## src/rtl/gate_adder6_reg.sv

```systemverilog
// Unsigned WIDTH-bit adder built from 3-bit carry-lookahead groups, with a
// combinational sum/carry and a one-cycle registered copy qualified by a valid flag.
module gate_adder6_reg #(
  parameter int WIDTH = 6
) (
  input  logic             clk,
  input  logic             rst_n,
  input  logic [WIDTH-1:0] X,
  input  logic [WIDTH-1:0] Y,
  input  logic             in_valid,
  output logic [WIDTH-1:0] S,
  output logic             cout,
  output logic [WIDTH-1:0] S_q,
  output logic             cout_q,
  output logic             out_valid
);

  localparam int NG = WIDTH / 3;

  generate
    if ((WIDTH % 3) != 0 || WIDTH < 3) begin : g_width_check
      $error("gate_adder6_reg: WIDTH must be a positive multiple of 3");
    end
  endgenerate

  logic [WIDTH-1:0] g;
  logic [WIDTH-1:0] p;
  logic [WIDTH-1:0] c;
  logic [NG-1:0]    grp_g;
  logic [NG-1:0]    grp_p;
  logic [NG:0]      grp_c;

  logic [WIDTH-1:0] s_p1;
  logic             cout_p1;
  logic             vld_p1;

  // Stage 0: bit generate/propagate, group lookahead, sum
  assign g = X & Y;
  assign p = X ^ Y;

  // Each group resolves its own internal carries from the group carry-in,
  // so no carry ripples across more than one gate level inside a group.
  generate
    for (genvar gi = 0; gi < NG; gi++) begin : g_grp
      localparam int B = 3 * gi;

      assign grp_g[gi] = g[B+2]
                       | (p[B+2] & g[B+1])
                       | (p[B+2] & p[B+1] & g[B]);
      assign grp_p[gi] = p[B+2] & p[B+1] & p[B];

      assign c[B]   = grp_c[gi];
      assign c[B+1] = g[B] | (p[B] & grp_c[gi]);
      assign c[B+2] = g[B+1]
                    | (p[B+1] & g[B])
                    | (p[B+1] & p[B] & grp_c[gi]);
    end
  endgenerate

  // Group carries flattened as sum-of-products: c[k] = OR_j (G[j] & P[j+1..k-1]).
  always_comb begin
    logic acc;
    logic term;
    grp_c = '0;
    for (int k = 1; k <= NG; k++) begin
      acc = 1'b0;
      for (int j = 0; j < k; j++) begin
        term = grp_g[j];
        for (int m = j + 1; m < k; m++) begin
          term = term & grp_p[m];
        end
        acc = acc | term;
      end
      grp_c[k] = acc;
    end
  end

  assign S    = p ^ c;
  assign cout = grp_c[NG];

  // Stage 1: registered result; data holds when no valid input arrives
  always_ff @(posedge clk) begin
    if (!rst_n) begin
      s_p1    <= '0;
      cout_p1 <= 1'b0;
      vld_p1  <= 1'b0;
    end else begin
      vld_p1 <= in_valid;
      if (in_valid) begin
        s_p1    <= S;
        cout_p1 <= cout;
      end
    end
  end

  assign S_q       = s_p1;
  assign cout_q    = cout_p1;
  assign out_valid = vld_p1;

endmodule

```

## config.mk

```make
export PLATFORM = sky130hd
export DESIGN_NAME = gate_adder6_reg
export DESIGN_NICKNAME = d
export VERILOG_FILES = /design/src/rtl/gate_adder6_reg.sv
export SDC_FILE = /design/constraint.sdc
export NUM_CORES = 1
export LEC_CHECK = 0
export ABC_AREA = 0
export CORE_AREA = 2 2 42 44
export DETAILED_ROUTE_END_ITERATION = 6
export DIE_AREA = 0 0 44 46
export PLACE_DENSITY = 0.78
export SLEW_MARGIN = 10
export SYNTH_ARGS = -nofsm -noshare
export SYNTH_HDL_FRONTEND = slang
export SYNTH_SLANG_ARGS = --single-unit
```

## constraint.sdc

```tcl
create_clock -name clk -period 2.35 [get_ports clk]
set_input_delay 0.47 -clock clk [delete_from_list [all_inputs] [get_ports clk]]
set_output_delay 0.47 -clock clk [all_outputs]
set_load 0.1 [all_outputs]
```

==> results.md <==
- Register area share after synthesis: 0.308
- DRT Pass-1 Iters: 4
- Critical Path Fanout Max: 2
- Mapped cell area: 520 sq um
- Final #Nets: 119
- H-tree depth: 1
- Fin. Hold Viols: 0
- Clock sinks: 8
- Worst-path cell chain: buf_6 -> ha_4 -> a21o_1 -> a21oi_2 -> fa_2 -> clkinvlp_4 -> buf_12
- Antenna violations before repair: 0
- Tcrit/Tclk final: 0.999
- Tmin final: 2.35 ns
- Hold Path Class: reg2reg
- Worst-Margin Slew: 0.275 ns
- Final setup skew: 0 ns
- Clock Power Share: 0.129
- Most common cell after layout, fill and taps aside: buf_4
- DIE WIDTH: 44 um
- Sequential Power Share: 0.194
- Required @ worst endpoint: 1.88 ns
- Syn Inst Count: 52
- Net Switching: 392 uW
- Largest net degree at the start of global routing: 9
- Syn Area/Cell: 10.0 sq um
- Post-route cell area: 0.00109 sq mm
- Hold buffer count at cts: 0
- Pwr Total: 795 uW
- Pwr dens: 728 mW/mm^2
- Commonest non-fill, non-tap cells in the layout: 19 x buf_4, 8 x dfxtp_1, 7 x inv_1, 7 x buf_12
- Total track usage: 0.140
- Vias per cell: 4.68
- Area of the core: 0.00161 sq mm
- Critical path class: in2out
- Vias: 520
- Reg-to-reg setup timing slack: 1.53 ns
- Worst slew margin: 0.816
- Reg2Reg Launch Point: cout_q
- Yosys Warn Count: 0
- # rows: 15
- Layout area overhead: 110%
- Worst Hold Depth: 1
- Port bufs: 29
- Max cap viols: 0
- Critical path launch point type: input pin
- First-pass GRT wire length: 2060 um
- Switch share: 0.493
- Final Max Slew Viols: 0
- Setup Viol. Count Final: 0
- Internal: 403 uW
- Worst hold slack: 0.479 ns
- Starting density of the core: 0.322
- Unrepaired setup endpoints after global routing: true
- CTS Buf Count: 3
- DIE HEIGHT: 46 um
- Hold wc startpoint: S_q[1]
- Drt wl/cell: 11.8 um
- Outcome: finished clean
- Final core occ: 0.677
- Maximum VDD drop: 365 uV
- Path depth of the worst reg2reg path: 3
- CP Capture Type: output port
- Worst path slowest cell: fa_2
- TNS Setup: 0 ns
- Share of cells above drive strength 1: 0.543
- FF+latch count, synth: 8
- Crit path max-delay family: adder cells
- Pleak: 0.000524 uW
- DRT Wirelength: 1310 um
- TritonCTS clock tree: yes
- Post-detail-place hpwl: 1020 um
- Worst hold endpoint: S_q[1]
- Post-synth cell types: 20
- Fmax: 0.426 GHz
- DP Area: 0.00101 sq mm
- Root buffer cell: clkbuf_4
- Worst-path clk slew: 0.05 ns
- Power share of the combinational group: 0.677
- Crit path arrival time: 1.88 ns
- Remaining global-route overflow: 0
- Die area: 0.00202 sq mm
- Antenna Nets Post-Route: 0
- Syn Nets: 75
- Worst Setup SP: Y[1]
- I/O pins: 30
- Crit path largest cell delay: 0.49 ns
- Longest Clk Path Bufs: 2
- Remaining DRCs: 0
- Worst skew pair latency: 0.25 ns
- Diode count: 0
- Number of global-route vias before repair: 459
- Reg-to-Reg End: cout_q
- Worst path bufs/invs: 3
- Routability congestion estimate: 0.648
- Drt initial violations: 11
==> how the worst max path moves through the flow <==
stage / to / slack, ns / depth (start not counted)
final: S[3] / 0.003 / 7
after global routing: S[3] / -0.05 / 7
after CTS: S[3] / -0.02 / 6
after detailed placement: S[3] / -0.43 / 7
after global placement: S[3] / -0.40 / 7
after floorplan: cout / -0.15 / 5
==> cell families after synthesis <==
kind of cell             Yosys count  share of synthesized area
buffers and inverters              9                     0.0673
AO/OA/AOI/OAI                     10                      0.163
flip-flops                         8                      0.308
XOR/XNOR                           3                     0.0649
multiplexers                       4                     0.0793
adder cells (fa/ha/maj)            8                      0.221
AND/OR/NAND/NOR                   10                     0.0962
==> timing repair <==
item,in CTS,in global routing
gates resized for setup,26,9
endpoints found under the setup margin,6,2
pin swaps,8,7
setup buffers,3,1
==> metal layers <==
layer  track usage  wire, um  up-vias
li1              -         -      258
met3        0.0238        77        2
met5             0         0        -
met1         0.182       561      241
met2         0.232       656       19
met4        0.0545        17        0
==> layout make-up <==
| cell class | instances | area, sq um |
|---|---|---|
| fill | 114 | 522 |
| tap | 17 | 21.3 |
| multi-input combinational | 35 | 449 |
| sequential | 8 | 160 |
| clock buffer | 3 | 22.5 |
| timing repair buffer | 40 | 405 |
| inverter | 8 | 33.8 |
==> power groups by stage <==
stage / Sequential [uW] / Clock [uW] / Combinational (uW)
CTS: 154 / 104 / 531
floorplan: 247 / 0 / 260
detailed placement: 157 / 0 / 518
finish: 155 / 102 / 538
global route: 156 / 113 / 558
global placement: 157 / 0 / 515
==> synth_stat cells (all sizes together) <==
cell type	instances	share of area
dfxtp	8	0.31
xor2	1	0.031
ha	6	0.14
nand2b	1	0.012
mux2i	3	0.058
nand2	5	0.036
a211oi	1	0.024
a22o	1	0.017
nor2b	4	0.048
inv	8	0.058
xnor2	2	0.034
buf	1	0.0096
o211a	2	0.038
fa	2	0.077
a21oi	2	0.019
o21ai	2	0.026
a21o	1	0.014
o211ai	1	0.024
mux2	1	0.022
==> worst reg2reg max path, stage by stage (launching register included) <==
cell	delay (ns)
dfxtp_1	0.32
mux2_2	0.25
nand2_1	0.06
o21ai_0	0.07
==> sequential cells by signal (all words and copies together) (netlist names) <==
register	count
S_q	6
out_valid	1
cout_q	1
==> through the flow <==
stage / setup WS [ns] / instances
5_1_grt: -0.0505 / 111
3_3_place_gp: -0.403 / 104
6_report: 0.00285 / 111
3_5_place_dp: -0.430 / 104
4_1_cts: -0.0190 / 110
2_1_floorplan: -0.154 / 52
Power figures use the tool's default switching activity.
